**config.mk**
```make
export PLATFORM = sky130hd
export DESIGN_NAME = fifo_umbral_flat
export DESIGN_NICKNAME = d
export VERILOG_FILES = /design/src/rtl/pcie_tl_pkg.sv /design/src/rtl/fifo_umbral_if.sv /design/src/rtl/fifo_mem.sv /design/src/rtl/fifo_umbral.sv /design/src/flat_wrapper.sv
export SDC_FILE = /design/constraint.sdc
export NUM_CORES = 1
export LEC_CHECK = 0
export ABC_AREA = 1
export CAP_MARGIN = 20
export CORE_ASPECT_RATIO = 1.5
export CORE_MARGIN = 5
export CORE_UTILIZATION = 48
export CTS_CLUSTER_SIZE = 10
export DETAILED_ROUTE_END_ITERATION = 10
export PLACE_DENSITY_LB_ADDON = 0.1
export RECOVER_POWER = 50
export SLEW_MARGIN = 20
export SYNTH_ARGS = -nofsm -noshare
export SYNTH_HDL_FRONTEND = slang
export SYNTH_SLANG_ARGS = --single-unit
```
**constraint.sdc**
```tcl
create_clock -name clk -period 2.6 [get_ports clk]
set_input_delay 0.39 -clock clk [delete_from_list [all_inputs] [get_ports clk]]
set_output_delay 0.39 -clock clk [all_outputs]
set_load 0.1 [all_outputs]
```
**src/rtl/pcie_tl_pkg.sv**
```systemverilog
// Shared transmission-layer definitions: default FIFO widths and the
// one-hot control FSM state encodings used by both FIFOs and the FSM.
package pcie_tl_pkg;
    localparam int DATA_W = 6;
    localparam int ADDR_W = 2;
    localparam int U_W    = 4;

    typedef enum logic [4:0] {
        RESET  = 5'b00001,
        INIT   = 5'b00010,
        IDLE   = 5'b00100,
        ACTIVE = 5'b01000,
        ERROR  = 5'b10000
    } tl_state_t;
endpackage

```
**src/rtl/fifo_umbral_if.sv**
```systemverilog
// Handshake/status bundle between a FIFO user (master) and fifo_umbral (slave).
import pcie_tl_pkg::*;

interface fifo_umbral_if #(
    parameter int DATA_W = pcie_tl_pkg::DATA_W,
    parameter int ADDR_W = pcie_tl_pkg::ADDR_W,
    parameter int U_W    = pcie_tl_pkg::U_W
) ();
    logic              push;
    logic              pop;
    logic [DATA_W-1:0] data_in;
    logic [U_W-1:0]    umbral_alto;
    logic [U_W-1:0]    umbral_bajo;
    logic [DATA_W-1:0] data_out;
    logic              valid_out;
    logic [ADDR_W:0]   count;
    logic              full;
    logic              empty;
    logic              almost_full;
    logic              almost_empty;
    logic              error;

    modport master (
        output push, pop, data_in, umbral_alto, umbral_bajo,
        input  data_out, valid_out, count, full, empty,
               almost_full, almost_empty, error
    );

    modport slave (
        input  push, pop, data_in, umbral_alto, umbral_bajo,
        output data_out, valid_out, count, full, empty,
               almost_full, almost_empty, error
    );
endinterface

```
**src/rtl/fifo_mem.sv**
```systemverilog
// Simple dual-port register array with synchronous write and registered read.
// Only the read register is reset so data_out comes up as zero.
import pcie_tl_pkg::*;

module fifo_mem #(
    parameter int DATA_W = pcie_tl_pkg::DATA_W,
    parameter int ADDR_W = pcie_tl_pkg::ADDR_W
) (
    input  logic              clk,
    input  logic              reset,
    input  logic              wr_en,
    input  logic [ADDR_W-1:0] wr_addr,
    input  logic [DATA_W-1:0] wr_data,
    input  logic              rd_en,
    input  logic [ADDR_W-1:0] rd_addr,
    output logic [DATA_W-1:0] rd_data
);
    logic [DATA_W-1:0] mem [2**ADDR_W];

    always_ff @(posedge clk) begin
        if (wr_en) begin
            mem[wr_addr] <= wr_data;
        end
    end

    // Read-before-write: a same-edge write to rd_addr returns the old word.
    always_ff @(posedge clk) begin
        if (!reset) begin
            rd_data <= '0;
        end else if (rd_en) begin
            rd_data <= mem[rd_addr];
        end
    end
endmodule

```
**src/rtl/fifo_umbral.sv**
```systemverilog
// Single-clock FIFO with programmable almost-full/almost-empty thresholds and
// overflow/underflow error; define FIFO_STICKY_ERROR_EN for a latching error.
import pcie_tl_pkg::*;

module fifo_umbral #(
    parameter int DATA_W = pcie_tl_pkg::DATA_W,
    parameter int ADDR_W = pcie_tl_pkg::ADDR_W,
    parameter int U_W    = pcie_tl_pkg::U_W
) (
    input  logic          clk,
    input  logic          reset,
    fifo_umbral_if.slave  bus
);
    localparam logic [ADDR_W:0] DEPTH = (ADDR_W+1)'(2**ADDR_W);

    logic [ADDR_W-1:0] wr_ptr;
    logic [ADDR_W-1:0] rd_ptr;
    logic [ADDR_W:0]   count_q;
    logic              valid_q;
    logic              error_q;
    logic              full;
    logic              empty;
    logic              push_ok;
    logic              pop_ok;
    logic              offence;

    assign full    = (count_q == DEPTH);
    assign empty   = (count_q == '0);
    // A full FIFO still takes a push when a pop frees a slot on the same edge.
    assign push_ok = bus.push && (!full || bus.pop);
    assign pop_ok  = bus.pop && !empty;
    assign offence = (bus.push && full && !bus.pop) || (bus.pop && empty);

    always_ff @(posedge clk) begin
        if (!reset) begin
            wr_ptr  <= '0;
            rd_ptr  <= '0;
            count_q <= '0;
            valid_q <= 1'b0;
            error_q <= 1'b0;
        end else begin
            if (push_ok) begin
                wr_ptr <= wr_ptr + 1'b1;
            end
            if (pop_ok) begin
                rd_ptr <= rd_ptr + 1'b1;
            end
            case ({push_ok, pop_ok})
                2'b10:   count_q <= count_q + 1'b1;
                2'b01:   count_q <= count_q - 1'b1;
                default: count_q <= count_q;
            endcase
            valid_q <= pop_ok;
`ifdef FIFO_STICKY_ERROR_EN
            error_q <= error_q | offence;
`else
            error_q <= offence;
`endif
        end
    end

    fifo_mem #(
        .DATA_W (DATA_W),
        .ADDR_W (ADDR_W)
    ) u_mem (
        .clk     (clk),
        .reset   (reset),
        .wr_en   (push_ok && reset),
        .wr_addr (wr_ptr),
        .wr_data (bus.data_in),
        .rd_en   (pop_ok),
        .rd_addr (rd_ptr),
        .rd_data (bus.data_out)
    );

    assign bus.valid_out    = valid_q;
    assign bus.count        = count_q;
    assign bus.full         = full;
    assign bus.empty        = empty;
    assign bus.almost_full  = (U_W'(count_q) >= bus.umbral_alto);
    assign bus.almost_empty = (U_W'(count_q) <= bus.umbral_bajo);
    assign bus.error        = error_q;
endmodule
```
**src/flat_wrapper.sv**
```systemverilog
// flat-port wrapper written by rule: the top's interface ports become plain ports
module fifo_umbral_flat 
#(
    parameter int DATA_W = pcie_tl_pkg::DATA_W,
    parameter int ADDR_W = pcie_tl_pkg::ADDR_W,
    parameter int U_W    = pcie_tl_pkg::U_W
)
  (clk, reset, bus_push, bus_pop, bus_data_in, bus_umbral_alto, bus_umbral_bajo, bus_data_out, bus_valid_out, bus_count, bus_full, bus_empty, bus_almost_full, bus_almost_empty, bus_error);
  fifo_umbral_if #(.DATA_W(DATA_W), .ADDR_W(ADDR_W), .U_W(U_W)) bus_i ();
  input  logic clk;
  input  logic reset;
  input wire logic [$bits(bus_i.push)-1:0] bus_push;
  input wire logic [$bits(bus_i.pop)-1:0] bus_pop;
  input wire logic [$bits(bus_i.data_in)-1:0] bus_data_in;
  input wire logic [$bits(bus_i.umbral_alto)-1:0] bus_umbral_alto;
  input wire logic [$bits(bus_i.umbral_bajo)-1:0] bus_umbral_bajo;
  output wire logic [$bits(bus_i.data_out)-1:0] bus_data_out;
  output wire logic [$bits(bus_i.valid_out)-1:0] bus_valid_out;
  output wire logic [$bits(bus_i.count)-1:0] bus_count;
  output wire logic [$bits(bus_i.full)-1:0] bus_full;
  output wire logic [$bits(bus_i.empty)-1:0] bus_empty;
  output wire logic [$bits(bus_i.almost_full)-1:0] bus_almost_full;
  output wire logic [$bits(bus_i.almost_empty)-1:0] bus_almost_empty;
  output wire logic [$bits(bus_i.error)-1:0] bus_error;
  assign bus_i.push = bus_push;
  assign bus_i.pop = bus_pop;
  assign bus_i.data_in = bus_data_in;
  assign bus_i.umbral_alto = bus_umbral_alto;
  assign bus_i.umbral_bajo = bus_umbral_bajo;
  assign bus_data_out = bus_i.data_out;
  assign bus_valid_out = bus_i.valid_out;
  assign bus_count = bus_i.count;
  assign bus_full = bus_i.full;
  assign bus_empty = bus_i.empty;
  assign bus_almost_full = bus_i.almost_full;
  assign bus_almost_empty = bus_i.almost_empty;
  assign bus_error = bus_i.error;
  fifo_umbral #(.DATA_W(DATA_W), .ADDR_W(ADDR_W), .U_W(U_W)) u_core (.clk(clk), .reset(reset), .bus(bus_i));
endmodule
```
==> key figures <==
Outcome
  – Status: completed

STA
  – Post-layout worst setup margin: approximately 0.43 ns
  – Slew at the pin with the worst max-slew slack: 1.19 ns
  – Max-slew violation count: 0
  – RSZ-0062 raised after global routing: no
  – Hold_ws: around 0.47 ns
  – Layout Skew: ~0.0053 ns
  – Final Setup Violations: 0
  – Tmin final: 2.17 ns
  – Final hold violations: 0
  – Final TNS setup: 0 ns
  – Final worst path period share: 0.834
  – Maximum clock rate: around 460 MHz
  – Worst slew margin: 0.213

Layout
  – Most frequent cells in the layout: 52 x nand2_1, 37 x inv_1, 24 x edfxtp_1
  – Area growth, synth to finish: 23.7%
  – Reg area: between 1000 and 1500 um2
  – Final Cell Area: 2400 um2
  – Multi-input combinational cell area: 743 um2
  – Nets: 287
  – Share of cells above drive strength 1: 0.128
  – Inserted Diodes: 0
  – Filler cell count: 371
  – Fin util: 0.612
  – Fin cells: 303
  – Commonest non-fill, non-tap cell in the layout: nand2_1

Drt
  – DRC Markers: 0
  – Vias: 1389
  – DRT Wirelength: 3340 um
  – Iteration-0 DRC Markers: 54
  – Wirelength per Cell: 11.0 um
  – DR pass1 iterations: 3
  – Routed vias/inst: 4.58
  – Post-DRT Antenna Nets: 0

Clock network
  – Clock Sinks: 39
  – CTS tree: done
  – Clock-pin slew of the registers on the worst-case setup and hold paths: about 0.070 ns
  – Worst-case clock buffer depth: 2
  – Root Driver: clkbuf_8
  – Post_cts resized: 0
  – # hold bufs at CTS: 0
  – Post-CTS Setup Repair Bufs: 0
  – Clock Latency Late Sink: 0.29 ns
  – CTS buffer count: 5
  – CTS H-Tree Depth: 2

Place
  – Placed cell count: between 200 and 300
  – Final HPWL DP: around 2600 um
  – Gpl congestion: approximately 0.77
  – Post-DP Area: 2330 um2
  – Port-buffer cells: 32
  – DP Worst Slack: 0.219 ns

Job
  – Max-cap viol count: 0

Floorplanning
  – DIE AREA: 5440 um2
  – Site row count: 28
  – Die Y: slightly below 90 um
  – Starting Density: 0.495
  – CORE AREA: 3920 um2
  – # IOs: 33
  – Die X: 61.9 um

Power and ir drop
  – Pwr Density: 1040 nW/um2
  – Net Sw Frac: 0.477
  – Clock Power Share: 0.197
  – LEAKAGE: 1.09 nW
  – Pint: 1.30 mW
  – Power Total: 2.49 mW
  – Sequential power share: 0.336
  – Switch Pwr: between 1 and 1.5 mW
  – VDD IR max: about 1.1 mV
  – Comb power frac: 0.467

Worst setup path
  – Startpoint Class: primary input
  – Critical Path RT: 2.78 ns
  – Worst path slowest cell: dlygate4sd3_1
  – Critical path origin: bus_pop
  – CP max FO: 6
  – RR Startpoint: u_core.bus.count[0]
  – CP Cell Sequence: dlygate4sd3_1, inv_2, nand3_2, nand2_1, ha_1, inv_1, fa_1, inv_1, nand2_1, nand3_1, nand2_1, nand2_1, nor2_1
  – Critical path class: primary input to flop
  – Max stage delay on crit path: 0.66 ns
  – Critical Path Most Common Cell: nand2_1
  – Crit path arrival time: approximately 2.4 ns
  – Crit end category: flop

Yosys
  – Synthesized area per cell: about 9 um2
  – Primary FF master, synth: edfxtp_1
  – Ys async rst share: 0
  – Simple-gate share of the synthesized area: 0.266
  – Synth Area in XOR/XNOR: 0
  – Cell variety after synth: 25
  – Sequential-to-total area share from yosys stat: 0.526
  – Post-synth EDFFs: 24
  – Post-synthesis compound-gate area fraction: 0.0296
  – #FFs+latches synth: 39
  – Largest family of logic cells by synthesized area: simple AND/OR/NAND/NOR gates
  – Yosys Warn Count: 0
  – Synthesized netlist cell count: 216
  – Cell area after synthesis: 1940 um2
  – Adder-cell share of the synthesized area: 0.0812
  – Mux contribution to synthesized area: 0
  – Syn nets: 246

Hold path
  – Hold Crit Start: u_core.u_mem.rd_data[2]
  – Worst Hold Class: flop to flop

Global routing
  – Overflow after GRT: 0
  – Largest net degree at the start of global routing: 29
  – Vias in the first global route: 1379
  – All-layer global routing usage: 0.147
  – First-pass GRT wire length: 5950 um
  – Initial antenna violation count: 0
[final timing paths]
kind | to | slack [ns] | cells after the start
setup / recovery | u_core.bus.count[2] | 0.43 | 13
hold / removal | u_core.u_mem.rd_data[2] | 0.47 | 2
setup reg to reg | u_core.bus.count[2] | 0.72 | 12
hold reg to reg | u_core.u_mem.rd_data[2] | 0.47 | 2
[state kept, by name, summed over array words and instances, names as in the netlist]
name / flops
u_core.wr_ptr: 2
u_core.bus.count: 3
u_core.bus.valid_out: 1
u_core.u_mem.mem: 24
u_core.rd_ptr: 2
u_core.u_mem.rd_data: 6
u_core.bus.error: 1
[final cells by class]
type / instances / share of cell area
sequential: 39 / 0.427
multi-input combinational: 133 / 0.309
timing repair buffer: 39 / 0.133
inverter: 39 / 0.0609
clock buffer: 5 / 0.0286
tap: 45 / 0.0234
clock inverter: 3 / 0.0182
[routing by layer]
metal	part of all wire	GRT usage	wire length [um]	up-vias
met5	0	0	0	-
met4	0.013	0.0463	42	0
met3	0.049	0.0428	163	4
met2	0.52	0.255	1740	23
met1	0.41	0.169	1380	600
li1	-	-	-	762
[cell families after synthesis]
family,count (synthesis)
and+or+nand+nor,110
buffers and inverters,44
DFF,39
adders and majority gates,12
AOI/OAI and AO/OA,11
[power groups by stage]
stage          registers, mW  logic, mW  clock network [mW]
2_1_floorplan           1.17      0.632                   0
3_3_place_gp           0.856       1.21                   0
3_5_place_dp           0.852       1.22                   0
4_1_cts                0.840       1.22               0.503
5_1_grt                0.856       1.26               0.529
6_report               0.837       1.16               0.491
[worst max-delay path, delay by kind of cell]
family / cells / cell delay (ns)
buf+inv: 4 / 0.88
fa+ha+maj: 2 / 0.55
simple gates: 7 / 0.52
[Yosys cell counts, types with 2 or more instances]
cell type  instances  area [um2]
nand2_2            2        12.5
ha_1              11         138
buf_6              2        22.5
or2_0              2        12.5
nor2_1            22        82.6
dfxtp_1           15         300
o21ai_0            3        15.0
nand3_1           20         100
inv_1             37         139
a21oi_1            7        35.0
buf_4              2        15.0
inv_2              2        7.51
edfxtp_1          24         721
nand2_1           52         195
nand3_2            2        20.0
or2_1              4        25.0
No activity file was read; power rests on OpenSTA's default activity.
==> RTL change: new RTL, same flow settings <==
The package constant `DATA_W` goes from 6 to 12.
--- a/src/rtl/pcie_tl_pkg.sv
+++ b/src/rtl/pcie_tl_pkg.sv
@@ -1,7 +1,7 @@
 // Shared transmission-layer definitions: default FIFO widths and the
 // one-hot control FSM state encodings used by both FIFOs and the FSM.
 package pcie_tl_pkg;
-    localparam int DATA_W = 6;
+    localparam int DATA_W = 12;
     localparam int ADDR_W = 2;
     localparam int U_W    = 4;
 
Interface: changed (resized bus_data_in and bus_data_out); port bits go from 33 to 45. No check against the original RTL was run, so the function may have changed too.
==> RTL change against the original RTL <==
  * Sequential cell count up 30
  * Power up 56%
  * Sequential power up 66%
  * Via count up 56%
  * Setup slack better by 27 ps
  * Maximum frequency up 1.3%
  * Die area up 51%
  * Final cell count up 52%
  * Cell area up 57%
  * Wire length up 76%
  * Utilization down 2.4 points
  * Area after synthesis up 60%
  * Register-to-register slack worse by 60 ps
==> RTL change: results (changes against the original RTL) <==
Logic synthesis
  • Yosys cell types: 23 (-8.0%)
  • Syn nets: 367 (+49%)
  • Post-synth top cells: nand2_1 (90), inv_1 (50), edfxtp_1 (48)
  • Top cells by area, synth: edfxtp_1 (46%), dfxtp_1 (14%), nand2_1 (11%)
  • Post-synth EDFFs: 48 (+100%)
  • Ys async rst share: 0 (unchanged)
  • Sequential share of the synthesized area: 0.598 (+0.0723)

Placed design
  • PortBufs: 44 (+38%)
  • Placement Cell Area: 3620 sq um (+55%)
  • Detailed Place HPWL: 4.02 mm (+54%)
  • Pre-CTS WS: 241 ps (+22.7 ps)
  • Routability cong.: 0.773 (about the same)

Global routing
  • Global Route met1 Usage: 0.174 (+0.00449)
  • Vias in the first global route: 2036 (+48%)
  • Met2 Usage GRT: 0.278 (+0.0221)
  • Tot GR Track Use: 0.160 (+0.0125)
  • First-pass GRT wire length: 9.42 mm (+58%)
  • Pin count of the biggest net entering global routing: 40 (+38%)

Routing
  • Number of DRC markers in iteration 0: 92 (+70%)
  • Vias/cell: 4.68 (+2.2%)
  • DR WL/cell: 12.7 um (+16%)
  • Pre-Repair DR Iteration Count: 4 (+1)

Power
  • Pleak: 1.64 nW (+50%)
  • Peak VDD IR: 0.678 mV (-39%)
  • Sw Pwr: 0.00169 W (+42%)

Critical path
  • WP data arrival: 1750 ps (-600 ps)
  • Reg2reg start: u_core.bus.count[2]
  • Critical-path maximum fanout: 2 (-4)

Clocking
  • CTS buffer count: 9 (+4)
  • Htree depth: 3 (+1)
  • Worst skew pair latency: 340 ps (+50 ps)

Timing
  • Worst slew pin tran: 1210 ps (+28.5 ps)
  • Layout Skew: 9.36 ps (+4.02 ps)

Outcome
  • Outcome: complete, no violations

Layout
  • Fillcell total: 590 (+59%)
  • Largest register FFs: 48 (+100%)
  • Fin nets: 417 (+45%)
  • Share of cells above drive strength 1: 0.0933 (-0.0346)
[RTL change: logic make-up after synthesis]
kind of cell | count (synthesis) | synth area share
DFF | 69 | 0.598
AOI/OAI and AO/OA | 11 | 0.0185
adders and majority gates | 12 | 0.0506
buffers and inverters | 63 | 0.0880
and+or+nand+nor | 176 | 0.245
[RTL change: metal layers]
metal / part of all wire / wire length (um)
met1: 0.40 / 2350
met5: 0 / 0
met3: 0.058 / 341
met2: 0.52 / 3060
met4: 0.021 / 124
[RTL change: worst max-delay path: stages]
cell	delay, ps
clkdlybuf4s50_1	450
inv_1	40
ha_1	280
inv_1	40
o21bai_1	130
nand3_1	90
nand3_1	140
buf_12	190
[RTL change: stage by stage]
| step | cells | utilization |
|---|---|---|
| finish | 462 | 0.588 |
| global route | 462 | 0.588 |
| CTS | 462 | 0.599 |
| detailed placement | 446 | 0.566 |
| global placement | 446 | 0.566 |
| floorplan | 331 | - |
[RTL change: how the worst max path moves through the flow]
stage                              from             endpoint  slack [ps]  cells after the start
global placement                bus_pop  u_core.bus.count[2]         290                     13
finish               bus_umbral_alto[1]      bus_almost_full         460                      8
detailed placement              bus_pop  u_core.bus.count[2]         240                     13
global route                    bus_pop  u_core.bus.count[2]         320                     13
CTS                  bus_umbral_alto[1]      bus_almost_full         450                      8
floorplan           u_core.bus.count[2]  u_core.bus.count[2]          -9                     13
[RTL change: area by class of cell]
class | instances | area share
Sequential cell | 69 | 0.495
Tap cell | 76 | 0.0253
Timing Repair Buffer | 51 | 0.111
Clock inverter | 7 | 0.0239
Clock buffer | 9 | 0.0329
Multi-Input combinational cell | 199 | 0.261
Inverter | 51 | 0.0509
[RTL change: power groups by stage]
stage	Combinational (W)	Sequential, W	Clock (W)
after floorplan	0.000767	0.00193	0
after global placement	0.00162	0.00142	0
after detailed placement	0.00165	0.00142	0
after CTS	0.00165	0.00140	0.000955
after global routing	0.00168	0.00141	0.00101
final	0.00155	0.00139	0.000926
